File: src/rtl/regfile_pkg.sv
// Shared definitions for the register-file writeback arbiter.
//   DATA_W      : register data width
//   REG_ADDR_W  : register index width
//   NUM_REGS    : number of architectural registers
//   arb_state_e : round-robin priority state (PRI_A / PRI_B)
package regfile_pkg;

    localparam int unsigned DATA_W     = 16;
    localparam int unsigned REG_ADDR_W = 4;
    localparam int unsigned NUM_REGS   = 1 << REG_ADDR_W;

    typedef enum logic {
        PRI_A = 1'b0,
        PRI_B = 1'b1
    } arb_state_e;

endpackage

File: src/rtl/wb_skid_slot.sv
// One-entry holding slot for a writeback requester.
// Ports:
//   clk, rst_n          : clock, async active-low reset
//   in_valid/in_ready_c : requester handshake (ready is combinational)
//   in_reg, in_data     : destination index and data offered by requester
//   free                : slot contents leave this cycle (granted or dropped)
//   full                : slot holds an entry
//   slot_reg, slot_data : held destination index and data
module wb_skid_slot #(
    parameter int unsigned DATA_W     = regfile_pkg::DATA_W,
    parameter int unsigned REG_ADDR_W = regfile_pkg::REG_ADDR_W
) (
    input  logic                  clk,
    input  logic                  rst_n,
    input  logic                  in_valid,
    output logic                  in_ready_c,
    input  logic [REG_ADDR_W-1:0] in_reg,
    input  logic [DATA_W-1:0]     in_data,
    input  logic                  free,
    output logic                  full,
    output logic [REG_ADDR_W-1:0] slot_reg,
    output logic [DATA_W-1:0]     slot_data
);

    logic                  full_q, full_d;
    logic [REG_ADDR_W-1:0] reg_q, reg_d;
    logic [DATA_W-1:0]     data_q, data_d;

    // Ready is held low while reset is asserted so nothing is accepted then.
    always_comb begin
        in_ready_c = rst_n & (~full_q | free);
        full_d     = full_q;
        reg_d      = reg_q;
        data_d     = data_q;
        if (free) begin
            full_d = 1'b0;
        end
        if (in_valid && in_ready_c) begin
            full_d = 1'b1;
            reg_d  = in_reg;
            data_d = in_data;
        end
    end

    always_ff @(posedge clk or negedge rst_n) begin
        if (!rst_n) begin
            full_q <= 1'b0;
            reg_q  <= '0;
            data_q <= '0;
        end else begin
            full_q <= full_d;
            reg_q  <= reg_d;
            data_q <= data_d;
        end
    end

    assign full      = full_q;
    assign slot_reg  = reg_q;
    assign slot_data = data_q;

endmodule

File: src/rtl/regfile_wb_arbiter.sv
// Arbitrates ALU (A) and load (B) writebacks onto the single register-file
// write port and tracks registers with pending, uncommitted writes.
// Ports:
//   clk, rst_n                   : clock, async active-low reset
//   a_valid/a_ready, a_reg/a_data: ALU writeback request
//   b_valid/b_ready, b_reg/b_data: load writeback request
//   wr_en/wr_reg/wr_data         : register-file write port (combinational)
//   alloc_valid/alloc_reg        : issue marks a destination pending
//   rd_reg1/rd_reg2              : source indices being read
//   rd_busy1/rd_busy2            : source has a pending write
//   byp_hit1/byp_hit2/byp_data   : writeback bypass (only with WB_BYPASS_EN)
// Optional feature macro: WB_BYPASS_EN.
module regfile_wb_arbiter
    import regfile_pkg::arb_state_e;
    import regfile_pkg::PRI_A;
    import regfile_pkg::PRI_B;
#(
    parameter int unsigned DATA_W     = regfile_pkg::DATA_W,
    parameter int unsigned REG_ADDR_W = regfile_pkg::REG_ADDR_W
) (
    input  logic                  clk,
    input  logic                  rst_n,
    input  logic                  a_valid,
    output logic                  a_ready,
    input  logic [REG_ADDR_W-1:0] a_reg,
    input  logic [DATA_W-1:0]     a_data,
    input  logic                  b_valid,
    output logic                  b_ready,
    input  logic [REG_ADDR_W-1:0] b_reg,
    input  logic [DATA_W-1:0]     b_data,
    output logic                  wr_en,
    output logic [REG_ADDR_W-1:0] wr_reg,
    output logic [DATA_W-1:0]     wr_data,
    input  logic                  alloc_valid,
    input  logic [REG_ADDR_W-1:0] alloc_reg,
    input  logic [REG_ADDR_W-1:0] rd_reg1,
    input  logic [REG_ADDR_W-1:0] rd_reg2,
`ifdef WB_BYPASS_EN
    output logic                  byp_hit1,
    output logic                  byp_hit2,
    output logic [DATA_W-1:0]     byp_data,
`endif
    output logic                  rd_busy1,
    output logic                  rd_busy2
);

    localparam int unsigned NUM_REGS = (REG_ADDR_W == regfile_pkg::REG_ADDR_W)
                                     ? regfile_pkg::NUM_REGS : (1 << REG_ADDR_W);

    logic                  a_full, b_full;
    logic [REG_ADDR_W-1:0] a_slot_reg, b_slot_reg;
    logic [DATA_W-1:0]     a_slot_data, b_slot_data;
    logic                  a_free_c, b_free_c;
    logic                  a_live_c, b_live_c;
    logic                  grant_a_c, grant_b_c;
    logic                  other_same_c;

    arb_state_e            state_q, state_d;
    logic [NUM_REGS-1:0]   pending_q, pending_d;
    // Set when B's held entry was accepted strictly before A's held entry.
    logic                  b_older_q, b_older_d;

    wb_skid_slot #(.DATA_W(DATA_W), .REG_ADDR_W(REG_ADDR_W)) u_slot_a (
        .clk        (clk),
        .rst_n      (rst_n),
        .in_valid   (a_valid),
        .in_ready_c (a_ready),
        .in_reg     (a_reg),
        .in_data    (a_data),
        .free       (a_free_c),
        .full       (a_full),
        .slot_reg   (a_slot_reg),
        .slot_data  (a_slot_data)
    );

    wb_skid_slot #(.DATA_W(DATA_W), .REG_ADDR_W(REG_ADDR_W)) u_slot_b (
        .clk        (clk),
        .rst_n      (rst_n),
        .in_valid   (b_valid),
        .in_ready_c (b_ready),
        .in_reg     (b_reg),
        .in_data    (b_data),
        .free       (b_free_c),
        .full       (b_full),
        .slot_reg   (b_slot_reg),
        .slot_data  (b_slot_data)
    );

    // Grant selection, priority FSM next state and write port drive.
    always_comb begin
        grant_a_c = 1'b0;
        grant_b_c = 1'b0;
        state_d   = state_q;
        wr_en     = 1'b0;
        wr_reg    = '0;
        wr_data   = '0;

        // Register 0 entries are discarded and never compete for the port.
        a_live_c = a_full & (a_slot_reg != '0);
        b_live_c = b_full & (b_slot_reg != '0);

        if (a_live_c && b_live_c) begin
            if (a_slot_reg == b_slot_reg) begin
                // Same destination: preserve acceptance order.
                grant_b_c = b_older_q;
                grant_a_c = ~b_older_q;
            end else if (state_q == PRI_A) begin
                grant_a_c = 1'b1;
            end else begin
                grant_b_c = 1'b1;
            end
        end else begin
            grant_a_c = a_live_c;
            grant_b_c = b_live_c;
        end

        if (grant_a_c) begin
            state_d = PRI_B;
            wr_en   = 1'b1;
            wr_reg  = a_slot_reg;
            wr_data = a_slot_data;
        end else if (grant_b_c) begin
            state_d = PRI_A;
            wr_en   = 1'b1;
            wr_reg  = b_slot_reg;
            wr_data = b_slot_data;
        end

        a_free_c = grant_a_c | (a_full & (a_slot_reg == '0));
        b_free_c = grant_b_c | (b_full & (b_slot_reg == '0));
    end

    // Acceptance-order tracking and pending-write scoreboard.
    always_comb begin
        b_older_d    = b_older_q;
        pending_d    = pending_q;
        other_same_c = 1'b0;

        if (b_valid && b_ready) begin
            b_older_d = 1'b0;
        end else if (a_valid && a_ready) begin
            b_older_d = b_full & ~b_free_c;
        end

        if (wr_en) begin
            other_same_c = grant_a_c ? (b_full & (b_slot_reg == a_slot_reg))
                                     : (a_full & (a_slot_reg == b_slot_reg));
            if (!other_same_c) begin
                pending_d[wr_reg] = 1'b0;
            end
        end
        // Allocation wins over a same-edge commit of the same register.
        if (alloc_valid && (alloc_reg != '0)) begin
            pending_d[alloc_reg] = 1'b1;
        end
    end

    always_ff @(posedge clk or negedge rst_n) begin
        if (!rst_n) begin
            state_q   <= PRI_A;
            pending_q <= '0;
            b_older_q <= 1'b0;
        end else begin
            state_q   <= state_d;
            pending_q <= pending_d;
            b_older_q <= b_older_d;
        end
    end

`ifdef WB_BYPASS_EN
    // A source being written this cycle is forwarded instead of stalling.
    always_comb begin
        byp_hit1 = wr_en & (wr_reg == rd_reg1);
        byp_hit2 = wr_en & (wr_reg == rd_reg2);
        byp_data = wr_data;
        rd_busy1 = pending_q[rd_reg1] & ~byp_hit1;
        rd_busy2 = pending_q[rd_reg2] & ~byp_hit2;
    end
`else
    always_comb begin
        rd_busy1 = pending_q[rd_reg1];
        rd_busy2 = pending_q[rd_reg2];
    end
`endif

endmodule

File: config.mk
export PLATFORM = sky130hd
export DESIGN_NAME = regfile_wb_arbiter
export DESIGN_NICKNAME = d
export VERILOG_FILES = /design/src/rtl/regfile_pkg.sv /design/src/rtl/wb_skid_slot.sv /design/src/rtl/regfile_wb_arbiter.sv
export SDC_FILE = /design/constraint.sdc
export NUM_CORES = 1
export LEC_CHECK = 0
export CORE_MARGIN = 3
export CORE_UTILIZATION = 55
export CTS_CLUSTER_SIZE = 10
export DETAILED_ROUTE_END_ITERATION = 10
export DONT_BUFFER_PORTS = 1
export PLACE_DENSITY_LB_ADDON = 0.08
export SETUP_SLACK_MARGIN = 0.02
export SLEW_MARGIN = 20
export SYNTH_ARGS = -nofsm -noshare
export SYNTH_HDL_FRONTEND = slang
export SYNTH_HIERARCHICAL = 1
export SYNTH_SLANG_ARGS = --single-unit
File: constraint.sdc
create_clock -name clk -period 5.8 [get_ports clk]
set_input_delay 1.16 -clock clk [delete_from_list [all_inputs] [get_ports clk]]
set_output_delay 1.16 -clock clk [all_outputs]
set_load 0.01 [all_outputs]
======== Word-level counts from Yosys, hierarchy flattened ========
Index checks and enable logic that the tools add are counted.
storage, ports and cells
  register bits ........................... 60
  input port bits ......................... 57
  logic and storage cells ................. 84
operators by class
  order comparisons ....................... 6
  equal/unequal tests ..................... 2
  multiplexer cells ....................... 32
  bitwise logic cells ..................... 20
  reduce and logical (&&, ||, !) cells .... 15
operators with widths
  cell                                                                                 number
  16-bit two-way mux                                                                   5
  1-bit two-way mux                                                                    21
  4-bit by 5-bit less-than comparator with 1-bit output, second input constant         4
  16-bit AND                                                                           1
  16-bit inverter                                                                      1
  16-bit OR                                                                            1
  4-bit nonzero test                                                                   3
  1-bit AND                                                                            9
  1-bit binary-select mux with 4-bit select                                            2
  1-bit demux with 4-bit select                                                        2
  4-bit == test                                                                        2
  4-bit by 1-bit greater-or-equal comparator with 1-bit output, second input constant  2
  4-bit zero test                                                                      2
  4-bit two-way mux                                                                    2
  2-bit nonzero test                                                                   4
  1-bit logical AND                                                                    6
  1-bit inverter                                                                       4
  1-bit OR                                                                             4

======== Depth between registers and ports, before layout ========
Gate-level depths: netlist of the first run.
  word-level depth ........................ 16
  gate-level depth with buffers ........... 11
  gate-level depth less buffers ........... 10

======== Modules after synthesis ========
The synthesis of the first run kept the hierarchy.
modules (own cells, without submodules)
  module              times used  cells each  area an instance (um^2)  seq. area each (um^2)
  wb_skid_slot        2           48          910.9                    525.5
  regfile_wb_arbiter  1           149         1477.7                   450.4

======== Worst setup path after synthesis of the first run ========
Ideal clock, no wire load.
  path kind ............................... in2out
  from .................................... in rd_reg1[1]
  to ...................................... out rd_busy1
  arrival ................................. 2.124 ns
  setup slack ............................. 2.516 ns
  cell stages on the path ................. 2
  path buffers ............................ 0
  cells stage by stage .................... mux4_2 > mux4_2
between the ends
  cells in the longest elaborated chain, start to end .. 2
RTL lines
  element                                    line                       RTL
  start, declared                            regfile_wb_arbiter.sv:36   input logic [REG_ADDR_W-1:0] rd_reg1,
  1-bit binary-select mux with 4-bit select  regfile_wb_arbiter.sv:181  rd_busy1 = pending_q[rd_reg1];
  1-bit two-way mux (implied by the code)    regfile_wb_arbiter.sv:181
  end, declared                              regfile_wb_arbiter.sv:43   output logic rd_busy1,
Every way passes these cells. The select of a mux whose other input is x is not followed.

======== Worst setup path after layout of the first run ========
  from .................................... reg u_slot_b.reg_q[0], in the netlist u_slot_b/slot_reg[0]
  to ...................................... out wr_data[5]
between the ends
  cells in the longest elaborated chain, start to end .. 6
  elaborated cells between the ends (all ways) .. 10
  those cells by class .................... 1 x eq/ne; 6 x mux; 1 x bitwise; 2 x reduce/logical
RTL lines
  element                 line                       RTL
  start, declared         wb_skid_slot.sv:26         logic [REG_ADDR_W-1:0] reg_q, reg_d;
  start signal, assigned  wb_skid_slot.sv:52         reg_q <= reg_d;
  4-bit nonzero test      regfile_wb_arbiter.sv:100  b_live_c = b_full & (b_slot_reg != '0);
  1-bit AND               regfile_wb_arbiter.sv:100
  1-bit logical AND       regfile_wb_arbiter.sv:102  if (a_live_c && b_live_c) begin
  1-bit two-way mux       regfile_wb_arbiter.sv:102
  16-bit two-way mux      regfile_wb_arbiter.sv:122  end else if (grant_b_c) begin
  16-bit two-way mux (*)  regfile_wb_arbiter.sv:117  if (grant_a_c) begin
  end, declared           regfile_wb_arbiter.sv:33   output logic [DATA_W-1:0] wr_data,
Every way passes the cells marked *; elsewhere a longest branch is shown, timed or not.

==> flow_summary.json, run 1 <==
{
  "ys_seq_area_share_pct": 45.51,
  "cts_tree": "built",
  "totalPowerFinal_mw": 2.134,
  "die_h_microns": 83.45,
  "clk_latency_ns": 0.33,
  "tns_ns": 0,
  "root_buffer": "clkbuf_8",
  "yosys.area.top_type": "dfrtp_1",
  "crit_path_end_kind": "output port",
  "num_rows": 27,
  "io_pins": 82,
  "core-area_sq_mm": 0.005642,
  "clock_skew_ns": 0.007090,
  "outcome": "completed",
  "finalWirelength_mm": 7.096,
  "critical_path_arrival_ns": 3.30,
  "drcViolationCount": 0,
  "min_path_type": "reg -> reg",
  "routedWlPerCell_microns": 22.31,
  "hold_viol": 0,
  "synth_top_cells_by_count": "dfrtp_1 (60), mux2_4 (41), o21ai_1 (20), a22o_1 (17)",
  "grt_pass1_wl_mm": 11.89,
  "finalCriticalPeriod_ns": 4.459,
  "wl_met1_mm": 2.995,
  "gp_congestion": 0.8342,
  "place_area_sq_mm": 0.003254,
  "wl_met2_mm": 3.491,
  "synth_nets": 302,
  "synth_edf_count": 0,
  "vias": 2041,
  "timing.final.crit_share_pct": 76.87,
  "relSlewSlack_pct": 36.65,
  "firstDrtPassIters": 4,
  "dieArea_sq_mm": 0.006964,
  "clock_path_buffers": 2,
  "clock_sinks": 60,
  "antenna_found_initial": 0,
  "grtUsageTotal_pct": 21.78,
  "grt_remaining_overflow": 0,
  "postCtsSetupBuffers": 0,
  "hpwl_mm": 4.982,
  "synthTopCellsByArea": "dfrtp_1 (46%), mux2_4 (19%), mux4_2 (6.8%), a22o_1 (4.5%), o21ai_1 (3.0%)",
  "routed.top_layer": "met4",
  "final_nets": 299,
  "port-buffer-count": 0,
  "yosys.area.top_type_share_pct": 45.51,
  "drive_gt1_share_pct": 32.52,
  "ys_ff_latch": 60,
  "die_w_microns": 83.45,
  "final_cell_area_sq_mm": 0.003467,
  "power.density_mw_per_mm2": 615.5,
  "antennaDiodeCount": 0,
  "numCtsBuffers": 9,
  "criticalPathCategory": "reg -> out",
  "fmax_mhz": 224.3,
  "start_util_pct": 58.48,
  "fin_util_pct": 61.45,
  "areaGrowthSynthToFinish_pct": 5.082,
  "synth_ff_type": "dfrtp_1",
  "syn_inst": 245,
  "cts_htree_levels": 3,
  "final_antenna_net_count": 0,
  "netlist_area_sq_mm": 0.003299,
  "wl_met3_microns": 520,
  "peakVddDrop_v": 0.0003196,
  "worstSetupStartpointType": "flip-flop",
  "synth-async-reset-ratio_pct": 100.0,
  "worst_pin_slew_ns": 0.9497,
  "grt_pass1_vias": 2189,
  "syn_avg_cell_area_sq_um": 13.47,
  "grt_max_degree": 65,
  "p_leak_nw": 1.451,
  "drv_cap": 0,
  "cp_max_fo": 16,
  "drv_slew": 0,
  "setup_viol": 0,
  "yosysWarnings": 6,
  "cts.clk_slew.worst_paths_ns": 0.07,
  "rsz0062_at_grt": "no",
  "ctsResizeCount": 0,
  "hold_slack_ns": 0.4050,
  "cp.required_ns": 4.64,
  "synthDistinctLibCells": 47,
  "hold_buffers": 0,
  "dr.first_iter.drc_count": 141,
  "avgViaCountPerCell": 6.418,
  "synth.most_common_cell": "dfrtp_1"
}
[layer usage]
metal / vias up / track usage [%]
met5: - / 0
met4: 0 / 5.994
met3: 9 / 8.786
met2: 73 / 35.20
met1: 1034 / 27.26
li1: 925 / -
[critical path: stages (launching register included)]
cell     delay, ns
dfrtp_1       0.47
xor2_1        0.23
nor4_4        0.42
mux2i_2       0.64
and2_0        0.84
a22o_1        0.35
[metrics by stage]
| stage | setup slack (ns) | cells |
|---|---|---|
| floorplan | 2.516 | 245 |
| global placement | 1.935 | 303 |
| detailed placement | 1.699 | 303 |
| CTS | 1.352 | 318 |
| global route | 1.120 | 318 |
| finish | 1.341 | 318 |
[cell usage in the layout (no fill, tap or decap), types with 2 or more instances in the layout]
master,instances
a21oi_1,3
a22o_1,17
a31oi_1,2
and2_2,2
bufinv_16,2
clkbuf_8,9
clkinvlp_4,2
dfrtp_1,60
inv_1,3
mux2_4,41
mux4_2,10
nand2_1,9
nand2_2,3
nand2b_1,2
nand2b_4,2
nand3_1,7
nand3b_1,2
nor2_1,4
nor2b_4,2
o211ai_1,2
o21a_1,4
o21ai_0,10
o21ai_1,20
o31ai_1,3
xor2_1,4
[cell families (layout without fill, tap and decap cells)]
kind of cell | Yosys count | in the layout | synth area share [%]
AOI/OAI and AO/OA | 70 | 70 | 14.75
DFF | 60 | 60 | 45.51
muxes | 52 | 52 | 25.90
and+or+nand+nor | 42 | 42 | 8.343
buffers and inverters | 17 | 18 | 4.437
xor gates and xnor gates | 4 | 4 | 1.062
[cell type report]
class	instances	area, sq um
Tap cell	72	90.09
Clock inverter	6	88.84
Clock buffer	9	123.9
Inverter	3	11.26
Multi-Input combinational cell	168	1652
Sequential cell	60	1501
Fill cell	445	2175
[worst paths after layout]
path | from | endpoint | slack, ns | cells after the start
max | u_slot_b/slot_reg[0] | wr_data[5] | 1.34 | 5
min | pending_q[0] | pending_q[0] | 0.41 | 0
max reg2reg | u_slot_b/slot_reg[0] | u_slot_b/slot_data[3] | 2.48 | 7
min reg2reg | pending_q[0] | pending_q[0] | 0.41 | 0
max in group asynchronous | rst_n | u_slot_b/slot_data[7] | 5.17 | 0
min in group asynchronous | rst_n | u_slot_b/slot_reg[0] | 0.51 | 0
[power by group]
group          total, mW  switching, mW  leakage (nW)  internal (mW)
Combinational      0.922          0.458         0.651          0.464
Clock              0.410          0.170         0.102          0.240
Sequential         0.802          0.190         0.698          0.612
Total               2.13          0.818          1.45           1.32
Power figures use the tool's default switching activity.
==> inputs of run 2 (changes only) <==
==> constraint.sdc (replaced) <==
create_clock -name clk -period 4.6 [get_ports clk]
set_input_delay 0.92 -clock clk [delete_from_list [all_inputs] [get_ports clk]]
set_output_delay 0.92 -clock clk [all_outputs]
set_load 0.01 [all_outputs]
==> run 2 against run 1 <==
Flip-flop and latch count is the same. Non-clock buffer count up 1. Cell area grew 0.76%. Clock power increased by 37%. Sequential share of layout area is 0.33 points lower. Clock-buffer cell count is 2 higher. Utilization up 0.47 points. Largest cell class unchanged. Largest power group unchanged.
==> flow_summary.json, run 2 (synthesis gave the netlist of run 1 again) <==
{
  "relSlewSlack_pct": 33.67,
  "clock_path_buffers": 2,
  "routedWlPerCell_microns": 21.74,
  "fin_util_pct": 61.92,
  "io_pins": 82,
  "postCtsSetupBuffers": 0,
  "clock_sinks": 60,
  "grtUsageTotal_pct": 21.60,
  "reg2reg_from": "u_slot_b/slot_reg[0]",
  "p_leak_nw": 1.471,
  "timing.final.crit_share_pct": 80.01,
  "peakVddDrop_v": 0.0004497,
  "hold_buffers": 0,
  "drcViolationCount": 0,
  "clock_skew_ns": 0.004780,
  "areaGrowthSynthToFinish_pct": 5.878,
  "worst_pin_slew_ns": 0.9821,
  "core-area_sq_mm": 0.005642,
  "die_w_microns": 83.45,
  "cts_tree": "built",
  "r2r_cells": 8,
  "drive_gt1_share_pct": 32.26,
  "antennaDiodeCount": 0,
  "finalCriticalPeriod_ns": 3.680,
  "cts_htree_levels": 3,
  "wl_met1_mm": 2.889,
  "setup_viol": 0,
  "layout_commonest_cell": "dfrtp_1",
  "numCtsBuffers": 9,
  "clk_latency_ns": 0.33,
  "crit_path_end_kind": "output port",
  "final_cell_mix": "dfrtp_1 (60), mux2_4 (41), o21ai_1 (20), a22o_1 (17)",
  "die_h_microns": 83.45,
  "grt_pass1_wl_mm": 11.65,
  "outcome": "completed",
  "cp.required_ns": 3.68,
  "grt_remaining_overflow": 0,
  "dr.first_iter.drc_count": 165,
  "grt_pass1_vias": 2205,
  "rsz0062_at_grt": "no",
  "avgViaCountPerCell": 6.422,
  "ctsResizeCount": 0,
  "startpoint": "u_slot_b/slot_reg[0]",
  "worst_r2r_endpoint": "u_slot_b/slot_data[3]",
  "num_rows": 27,
  "cp_max_fo": 16,
  "worstSetupStartpointType": "flip-flop",
  "routed.top_layer": "met4",
  "fmax_mhz": 271.7,
  "root_buffer": "clkbuf_8",
  "finalWirelength_mm": 6.957,
  "tns_ns": 0,
  "r2r_setup_slack_ns": 1.56,
  "dieArea_sq_mm": 0.006964,
  "drv_slew": 0,
  "vias": 2055,
  "min_path_type": "in -> async",
  "final_nets": 300,
  "hold_viol": 0,
  "critical_path_arrival_ns": 2.76,
  "criticalPathCategory": "reg -> out",
  "wl_met3_microns": 552,
  "cts.clk_slew.worst_paths_ns": 0.07,
  "wl_met2_mm": 3.374,
  "port-buffer-count": 0,
  "hpwl_mm": 5.007,
  "start_util_pct": 58.48,
  "firstDrtPassIters": 4,
  "drv_cap": 0,
  "grt_max_degree": 65,
  "final_antenna_net_count": 0,
  "power.density_mw_per_mm2": 783.2,
  "antenna_found_initial": 0,
  "gp_congestion": 0.8371
}
-- run 2: how the worst max path moves through the flow --
stage                  endpoint  slack, ns  cells past startpoint
global route         wr_data[5]       0.71                      5
floorplan            wr_data[0]       1.58                      8
global placement     wr_data[6]       1.37                      5
finish               wr_data[8]       0.92                      5
detailed placement  wr_data[15]       1.20                      5
CTS                 wr_data[15]       0.81                      5
-- run 2: worst max-delay path: stages, from the launching register on --
cell     delay [ns]
dfrtp_1        0.47
xor2_1         0.23
nor4_4         0.38
mux2i_2        0.27
and2_0         0.73
a22o_1         0.34
-- run 2: final cells by class --
type	instances	area (sq um)
Fill cell	442	2148
Tap cell	72	90.09
Timing Repair Buffer	1	7.507
Inverter	3	11.26
Clock buffer	11	131.4
Multi-Input combinational cell	168	1652
Sequential cell	60	1501
Clock inverter	5	100.1
-- run 2: where the power goes --
part | switching [mW] | internal (mW)
logic | 0.570 | 0.592
registers | 0.240 | 0.773
clock network | 0.202 | 0.358
total | 1.01 | 1.72
-- run 2: metrics by stage --
step | std cells | hold slack, ns | worst slack (ns) | area (sq um) | total power, mW
2_1_floorplan | 245 | 0.4413 | 1.579 | 3299 | 1.986
3_3_place_gp | 304 | 0.3781 | 1.368 | 3262 | 2.137
3_5_place_dp | 304 | 0.3981 | 1.200 | 3262 | 2.183
4_1_cts | 320 | 0.2547 | 0.8130 | 3493 | 2.757
5_1_grt | 320 | 0.2440 | 0.7076 | 3493 | 2.908
6_report | 320 | 0.2726 | 0.9196 | 3493 | 2.736
-- run 2: layer usage --
metal | global-route usage, % | vias up
li1 | - | 935
met1 | 27.56 | 1015
met2 | 34.18 | 92
met3 | 6.417 | 13
met4 | 9.649 | 0
met5 | 0 | -
